<file path="src/rtl/spi_rx_if.sv">
// rtl/spi_rx_if.sv - parallel word output handshake for spi_rx
interface spi_rx_if #(
    parameter int WIDTH = 12
) ();
    logic [WIDTH-1:0] dout;
    logic             dout_valid;
    logic             dout_ready;

    modport master (output dout, output dout_valid, input dout_ready);
    modport slave  (input dout, input dout_valid, output dout_ready);
endinterface

</file>
<file path="src/rtl/spi_rx.sv">
// rtl/spi_rx.sv - LSB-first SPI frame receiver with valid/ready word output
// SPI_RX_SYNC2_EN selects a two-flop input synchroniser instead of one stage.
module spi_rx #(
    parameter int WIDTH = 12
) (
    input  logic     clk,
    input  logic     rst,
    input  logic     sclk,
    input  logic     cs,
    input  logic     mosi,
    spi_rx_if.master out_if,
    output logic     busy,
    output logic     frame_err,
    output logic     overrun
);
`ifdef SPI_RX_SYNC2_EN
    localparam int D = 2;
`else
    localparam int D = 1;
`endif
    localparam int CW = $clog2(WIDTH + 1);

    typedef enum logic [1:0] {IDLE = 2'd0, RECV = 2'd1, WAIT_CS = 2'd2} state_t;

    state_t           state_q, state_d;
    logic [D-1:0]     sclk_sync_q, sclk_sync_d;
    logic [D-1:0]     cs_sync_q, cs_sync_d;
    logic [D-1:0]     mosi_sync_q, mosi_sync_d;
    logic             sclk_dly_q, sclk_dly_d;
    logic [CW-1:0]    cnt_q, cnt_d;
    logic [WIDTH-1:0] shift_q, shift_d;
    logic [WIDTH-1:0] dout_q, dout_d;
    logic             dout_valid_q, dout_valid_d;
    logic             frame_err_q, frame_err_d;
    logic             overrun_q, overrun_d;
    logic             sclk_s, cs_s, mosi_s, rise, last_bit;
    logic [WIDTH-1:0] word;

    always_ff @(posedge clk or negedge rst) begin
        if (!rst) begin
            state_q      <= IDLE;
            sclk_sync_q  <= '0;
            cs_sync_q    <= '1;
            mosi_sync_q  <= '0;
            sclk_dly_q   <= 1'b0;
            cnt_q        <= '0;
            shift_q      <= '0;
            dout_q       <= '0;
            dout_valid_q <= 1'b0;
            frame_err_q  <= 1'b0;
            overrun_q    <= 1'b0;
        end else begin
            state_q      <= state_d;
            sclk_sync_q  <= sclk_sync_d;
            cs_sync_q    <= cs_sync_d;
            mosi_sync_q  <= mosi_sync_d;
            sclk_dly_q   <= sclk_dly_d;
            cnt_q        <= cnt_d;
            shift_q      <= shift_d;
            dout_q       <= dout_d;
            dout_valid_q <= dout_valid_d;
            frame_err_q  <= frame_err_d;
            overrun_q    <= overrun_d;
        end
    end

    // Shifting left by one keeps the same expression valid for D=1 and D=2.
    always_comb begin
        sclk_sync_d = (sclk_sync_q << 1) | D'(sclk);
        cs_sync_d   = (cs_sync_q << 1) | D'(cs);
        mosi_sync_d = (mosi_sync_q << 1) | D'(mosi);
        sclk_s      = sclk_sync_q[D-1];
        cs_s        = cs_sync_q[D-1];
        mosi_s      = mosi_sync_q[D-1];
        sclk_dly_d  = sclk_s;
        rise        = sclk_s & ~sclk_dly_q;
        last_bit    = rise && (cnt_q == CW'(WIDTH - 1));
    end

    // A completing rise wins over a simultaneous cs release.
    always_comb begin
        state_d = state_q;
        unique case (state_q)
            IDLE:    if (!cs_s) state_d = RECV;
            RECV: begin
                if (last_bit)  state_d = cs_s ? IDLE : WAIT_CS;
                else if (cs_s) state_d = IDLE;
            end
            WAIT_CS: if (cs_s) state_d = IDLE;
            default: state_d = IDLE;
        endcase
    end

    always_comb begin
        cnt_d        = cnt_q;
        shift_d      = shift_q;
        dout_d       = dout_q;
        dout_valid_d = dout_valid_q & ~out_if.dout_ready;
        frame_err_d  = 1'b0;
        overrun_d    = 1'b0;
        word         = shift_q | (WIDTH'(mosi_s) << cnt_q);
        unique case (state_q)
            IDLE: begin
                if (!cs_s) begin
                    cnt_d   = '0;
                    shift_d = '0;
                end
            end
            RECV: begin
                if (rise) begin
                    cnt_d   = cnt_q + CW'(1);
                    shift_d = word;
                    if (last_bit) begin
                        if (!dout_valid_q || out_if.dout_ready) begin
                            dout_d       = word;
                            dout_valid_d = 1'b1;
                        end else begin
                            overrun_d = 1'b1;
                        end
                    end
                end else if (cs_s) begin
                    frame_err_d = 1'b1;
                    cnt_d       = '0;
                    shift_d     = '0;
                end
            end
            default: ;
        endcase
        busy              = (state_q != IDLE);
        frame_err         = frame_err_q;
        overrun           = overrun_q;
        out_if.dout       = dout_q;
        out_if.dout_valid = dout_valid_q;
    end
endmodule

</file>
<file path="src/flat_wrapper.sv">
// flat-port wrapper written by rule: the top's interface ports become plain ports
module spi_rx_flat 
#(
    parameter int WIDTH = 12
)
  (clk, rst, sclk, cs, mosi, busy, frame_err, overrun, out_if_dout, out_if_dout_valid, out_if_dout_ready);
  spi_rx_if #(.WIDTH(WIDTH)) out_if_i ();
  input  logic clk;
  input  logic rst;
  input  logic sclk;
  input  logic cs;
  input  logic mosi;
  output logic busy;
  output logic frame_err;
  output logic overrun;
  output wire logic [$bits(out_if_i.dout)-1:0] out_if_dout;
  output wire logic [$bits(out_if_i.dout_valid)-1:0] out_if_dout_valid;
  input wire logic [$bits(out_if_i.dout_ready)-1:0] out_if_dout_ready;
  assign out_if_dout = out_if_i.dout;
  assign out_if_dout_valid = out_if_i.dout_valid;
  assign out_if_i.dout_ready = out_if_dout_ready;
  spi_rx #(.WIDTH(WIDTH)) u_core (.clk(clk), .rst(rst), .sclk(sclk), .cs(cs), .mosi(mosi), .out_if(out_if_i), .busy(busy), .frame_err(frame_err), .overrun(overrun));
endmodule
</file>
<file path="config.mk">
export PLATFORM = sky130hd
export DESIGN_NAME = spi_rx_flat
export DESIGN_NICKNAME = d
export VERILOG_FILES = /design/src/rtl/spi_rx_if.sv /design/src/rtl/spi_rx.sv /design/src/flat_wrapper.sv
export SDC_FILE = /design/constraint.sdc
export NUM_CORES = 1
export LEC_CHECK = 0
export ABC_CLOCK_PERIOD_IN_PS = 1980
export CAP_MARGIN = 20
export CORE_MARGIN = 8
export CORE_UTILIZATION = 24
export DETAILED_ROUTE_END_ITERATION = 10
export GPL_ROUTABILITY_DRIVEN = 1
export RECOVER_POWER = 50
export SETUP_SLACK_MARGIN = 0.15
export SLEW_MARGIN = 40
export SYNTH_ARGS = -nofsm -noshare
export SYNTH_HDL_FRONTEND = slang
export SYNTH_SLANG_ARGS = --single-unit
</file>
<file path="constraint.sdc">
create_clock -name clk -period 1.98 [get_ports clk]
set_input_delay 0.297 -clock clk [delete_from_list [all_inputs] [get_ports clk]]
set_output_delay 0.297 -clock clk [all_outputs]
set_load 0.05 [all_outputs]
</file>
==> flow_summary.toml, run 1 <==
[run_status]
status = "complete, no violations"

[finish]
final_cell_mix = "dfrtp_1, nor2_1, a21oi_1"
layout_commonest_cell = "dfrtp_1"
areaGrowthSynthToFinish_pct = 24.5
post-route-util_pct = 30.7
drive_gt1_share_pct = 15.3
antenna_cells = 0
final_nets = 176

[sta]
slew_headroom_pct = 31.2
timing.final.crit_share_pct = 88.4
whs_ns = 0.474
setup-tns-final_ns = 0
fin_crit_ns = 1.75
slew_viol_final = 0
finalSetupViolCount = 0
tightest_slew_ns = 1.03
rsz0062_at_grt = "no"
hold_viol = 0
fmax_mhz = 571
skew_ns = 0.00486

[die]
die_w_um = 96.6
dieArea_mm2 = 0.00932
die_h_um = 96.6
ios = 22
core_mm2 = 0.00631
rows = 29
start_util_pct = 24.7

[routing]
drt-total-wl_um = 3230
drc_errors = 0
wire_per_inst_um = 13.1
drtAntennaViolNets = 0
first_pass_iters = 4
vias_per_cell = 4.40
via_count = 1087
first_iter_violations = 37

[global_route]
grt_pass1_vias = 1101
grt_usage_pct = 7.79
grt_use_met3_pct = 3.32
busiest_layer = "met2"
grt_use_met2_pct = 11.4
antenna_found_initial = 0
met1_usage_pct = 9.63
gr-total-overflow = 0
grt_max_degree = 25
grt_pass1_wl_um = 5460

[job]
max-cap-violations = 0

[cts]
clock_latency_ns = 0.29
cts_setup_buffers = 0
cts-root-buf = "clkbuf_8"
cts_resized = 0
path_clk_slew_ns = 0.06
cts_tree = "built"
cts.sinks = 37
cts-buffers-inserted = 5
cts_buffer_depth = 2
ctsHtreeMaxLevel = 2

[setup_path]
crit_fanout = 2
critPathMaxStageDelay_ns = 0.82
worstPathRequired_ns = 1.68
path_depth = 1
cp_top_family = "buffers and inverters"
rr_worst_depth = 4
path_class = "flop to primary output"
r2r-start = "u_core.state_q[0]"
path_cells = "clkdlybuf4s50_1"
start_kind = "flop"
slowest_stage = "clkdlybuf4s50_1"
crit_path_end_kind = "primary output"
rrSetupSlack_ns = 0.36
crit_start = "u_core.out_if.dout[9]"
crit_buf_inv = 1
setup.worst_path.end = "out_if_dout[9]"
reg2reg_to = "u_core.cnt_q[3]"
arrival_ns = 1.45

[placed_design]
dp_hpwl_um = 2310
io_buffers = 21
gp_congestion = 0.716

[hold_path]
hold_path_class = "flop to flop"

[logic_synthesis]
ys_warn_count = 0
synth_seq_cells = 37
avgSynthCellArea_um2 = 11.1
synth_nets = 147
synth_cells = 140
ys_seq_area_share_pct = 59.5
syn_area_mm2 = 0.00156
synth_cell_types = 30

[pwr]
power_density_mw_per_mm2 = 700
p_leak_nw = 0.781
p_total_mw = 1.36
irDropWorstVdd_v = 0.000276
-- how the worst min path moves through the flow --
| stage | slack [ns] | to | startpoint | depth (start not counted) |
|---|---|---|---|---|
| after floorplan | 0.001 | u_core.cnt_q[0] | rst | 0 |
| after global placement | 0.26 | u_core.shift_q[9] | rst | 1 |
| after detailed placement | 0.26 | u_core.out_if.dout[9] | rst | 1 |
| after CTS | 0.42 | u_core.cs_s | cs | 1 |
| after global routing | 0.48 | u_core.sclk_dly_q | u_core.sclk_dly_d | 0 |
| final | 0.47 | u_core.sclk_dly_q | u_core.sclk_dly_d | 0 |
-- kinds of logic after synthesis --
| logic type | count (synthesis) | synth area share [%] |
|---|---|---|
| simple gates | 51 | 18.4 |
| compound gates | 46 | 18.8 |
| flops | 37 | 59.5 |
| buf+inv | 5 | 2.49 |
| fa+ha+maj | 1 | 0.803 |
-- state kept, by name (all words and copies together), names as in the netlist --
signal / count
u_core.state_q: 2
u_core.out_if.dout_valid: 1
u_core.frame_err: 1
u_core.shift_q: 12
u_core.cs_s: 1
u_core.sclk_dly_d: 1
u_core.out_if.dout: 12
u_core.cnt_q: 4
u_core.mosi_s: 1
u_core.overrun: 1
u_core.sclk_dly_q: 1
-- Yosys cell counts (all sizes together) --
cell type / count / area [um^2]
nor2b: 3 / 18.8
and3: 1 / 6.26
and3b: 1 / 8.76
nand4bb: 1 / 27.5
o21ai: 5 / 25.0
dfstp: 1 / 26.3
a211o: 1 / 17.5
o31a: 1 / 8.76
and2b: 1 / 7.51
nand4: 1 / 6.26
nand2: 5 / 18.8
a31oi: 1 / 6.26
nand3: 1 / 5.00
a22o: 1 / 8.76
a21oi: 37 / 226
nor2: 29 / 109
dfrtp: 36 / 901
inv: 1 / 3.75
and4b: 1 / 10.0
nor3b: 2 / 26.3
buf: 4 / 35.0
nand2b: 2 / 12.5
or2: 1 / 6.26
nor3: 1 / 16.3
nand3b: 1 / 7.51
ha: 1 / 12.5
-- layout make-up --
class	instances	area [um^2]
fillers	668	4370
repair buffers	26	249
multi-input cells	98	583
flip-flops and latches	37	927
inverters	1	3.75
clock buffers	8	80.1
well taps	77	96.3
-- routing by layer --
layer	up-vias	share of wire, %
li1	540	-
met1	518	46
met2	22	44
met3	7	7.8
met4	0	1.5
met5	-	0
-- power breakdown --
part	leakage (nW)	switching, mW	internal (mW)
Sequential	0.440	0.0117	0.766
Clock	0.0395	0.245	0.250
Combinational	0.301	0.0557	0.0298
Total	0.781	0.312	1.05
-- through the flow --
| step | instances | worst slack [ns] | instance area (um^2) |
|---|---|---|---|
| after floorplan | 140 | 0.493 | 1560 |
| after global placement | 238 | 0.408 | 1860 |
| after detailed placement | 238 | 0.408 | 1860 |
| after CTS | 247 | 0.200 | 1950 |
| after global routing | 247 | 0.160 | 1940 |
| final | 247 | 0.229 | 1940 |
-- what timing repair did --
item,CTS,global route
setup endpoints to repair,0,0
endpoints found under the hold margin,17,0
hold buffers,1,0
Note: power is estimated with default switching activity, not from simulation.
==> run 2, diff against run 1 <==
--- a/config.mk
+++ b/config.mk
@@ -5,12 +5,13 @@
 export SDC_FILE = /design/constraint.sdc
 export NUM_CORES = 1
 export LEC_CHECK = 0
-export ABC_CLOCK_PERIOD_IN_PS = 1980
+export ABC_CLOCK_PERIOD_IN_PS = 1850
 export CAP_MARGIN = 20
 export CORE_MARGIN = 8
-export CORE_UTILIZATION = 24
+export CORE_UTILIZATION = 45
 export DETAILED_ROUTE_END_ITERATION = 10
 export GPL_ROUTABILITY_DRIVEN = 1
+export PLACE_DENSITY = 0.68
 export RECOVER_POWER = 50
 export SETUP_SLACK_MARGIN = 0.15
 export SLEW_MARGIN = 40
==> constraint.sdc (replaced) <==
create_clock -name clk -period 1.85 [get_ports clk]
set_input_delay 0.2775 -clock clk [delete_from_list [all_inputs] [get_ports clk]]
set_output_delay 0.2775 -clock clk [all_outputs]
set_load 0.05 [all_outputs]
==> flow_summary.toml, run 2 (synthesis results as in run 1) <==
[run_status]
status = "complete, no violations"

[finish]
fin_area_mm2 = 0.00185
final_cell_mix = "dfrtp_1, nor2_1, a21oi_1"
final_cells = 215
areaGrowthSynthToFinish_pct = 18.7
final_nets = 175
fill_cells = 308
drive_gt1_share_pct = 15.4
post-route-util_pct = 55.4
antenna_cells = 0
layout_commonest_cell = "dfrtp_1"

[routing]
drt-total-wl_um = 2960
via_count = 1112
drtAntennaViolNets = 0
drc_errors = 0
first_pass_iters = 4
wire_per_inst_um = 13.7
vias_per_cell = 5.17
first_iter_violations = 94

[setup_path]
cp_top_family = "compound AO/OA/AOI/OAI gates"
worstPathRequired_ns = 2.07
arrival_ns = 1.85
rrSetupSlack_ns = 0.21
path_cells = "and2b_1 -> a211o_1 -> o21ai_0 -> o21ai_0"
rr_worst_depth = 4
crit_buf_inv = 0
reg2reg_to = "u_core.cnt_q[2]"
cpMostUsedCell = "o21ai_0"
slowest_stage = "a211o_1"
setup.worst_path.end = "u_core.cnt_q[2]"
r2r-start = "u_core.state_q[0]"
critPathMaxStageDelay_ns = 0.50
path_class = "flop to flop"
crit_path_end_kind = "flop"
crit_start = "u_core.state_q[0]"
crit_fanout = 16
start_kind = "flop"
path_depth = 4

[pwr]
switchingPower_uw = 316
power_density_mw_per_mm2 = 713
swShare_pct = 24.0
p_leak_nw = 0.755
irDropWorstVdd_v = 0.000426
p_total_mw = 1.32
combPwrFrac_pct = 7.0
p_int_mw = 1.00
clockPowerShare_pct = 30.1
seqPwrFrac_pct = 62.9

[placed_design]
dpl.cell_count = 207
dpl_worst_slack_ns = 0.287
dp_hpwl_um = 2060
io_buffers = 21
postPlaceCellArea_mm2 = 0.00183
gp_congestion = 0.799

[global_route]
grt_max_degree = 38
antenna_found_initial = 0
grt_pass1_vias = 1046
grt_pass1_wl_um = 4890
gr-total-overflow = 0
grt_usage_pct = 11.6

[cts]
cts-buffers-inserted = 5
path_clk_slew_ns = 0.10
ctsHtreeMaxLevel = 2
cts-root-buf = "clkbuf_4"
cts_buffer_depth = 2
cts_tree = "built"
cts.sinks = 37
clock_latency_ns = 0.34
hold_buffers = 0

[die]
die_w_um = 74.8
dieArea_mm2 = 0.00560
rows = 21
start_util_pct = 46.7
core_mm2 = 0.00334
ios = 22
die_h_um = 74.8

[sta]
fmax_mhz = 612
fin_crit_ns = 1.64
postLayoutSetupSlackWorst_ns = 0.215
rsz0062_at_grt = "no"
slew_headroom_pct = 41.2
tightest_slew_ns = 0.881
slew_viol_final = 0
finalSetupViolCount = 0
setup-tns-final_ns = 0
hold_viol = 0
whs_ns = 0.473
timing.final.crit_share_pct = 88.4
skew_ns = 0.00568

[hold_path]
hold_depth = 0
hold_path_class = "flop to flop"

[job]
max-cap-violations = 0
## run 2: cell count changes in the layout (fill, tap and decap cells not counted), sizes merged
cell | before | now
clkbuf | 11 | 9
clkdlybuf4s50 | 16 | 1
dlygate4sd2 | 0 | 15
buf | 3 | 4
## run 2: final cells by class
| type | count | area (um^2) | area share, % |
|---|---|---|---|
| Sequential cell | 37 | 927 | 50.1 |
| Clock buffer | 8 | 48.8 | 2.64 |
| Multi-Input combinational cell | 98 | 583 | 31.5 |
| Inverter | 1 | 3.75 | 0.203 |
| Tap cell | 46 | 57.6 | 3.11 |
| Timing Repair Buffer | 25 | 229 | 12.4 |
## run 2: layer usage
layer | up-vias | part of all wire, % | global-route usage [%]
li1 | 542 | - | -
met1 | 539 | 46 | 14.1
met2 | 27 | 46 | 17.2
met3 | 4 | 6.9 | 5.19
met4 | 0 | 0.95 | 4.78
met5 | - | 0 | 0
## run 2: worst register-to-register path, cell delays in order (launching register included)
cell and delay, ns:
dfrtp_1 0.46, and2b_1 0.21, a211o_1 0.50, o21ai_0 0.24, o21ai_0 0.12
## run 2: how the worst min path moves through the flow
stage                      startpoint                 to  slack [ns]
floorplan                         rst    u_core.cnt_q[0]       -0.02
global placement    u_core.sclk_dly_d  u_core.sclk_dly_q        0.45
detailed placement  u_core.sclk_dly_d  u_core.sclk_dly_q        0.46
CTS                                cs        u_core.cs_s        0.33
global route                       cs        u_core.cs_s        0.44
finish              u_core.sclk_dly_d  u_core.sclk_dly_q        0.47
## run 2: power groups by stage
stage,Combinational [mW],Sequential (mW),Clock (mW)
after global placement,0.0985,0.845,0
after floorplan,0.0521,0.849,0
after global routing,0.103,0.831,0.445
final,0.0928,0.829,0.397
after detailed placement,0.101,0.845,0
after CTS,0.100,0.829,0.414
## run 2: timing repair
action / 4_1_cts / 5_1_grt
gates resized for setup: 15 / 1
endpoints found under the hold margin: 0 / 0
pin swaps: 0 / 0
setup buffers: 0 / 0
setup endpoints to repair: 15 / 3
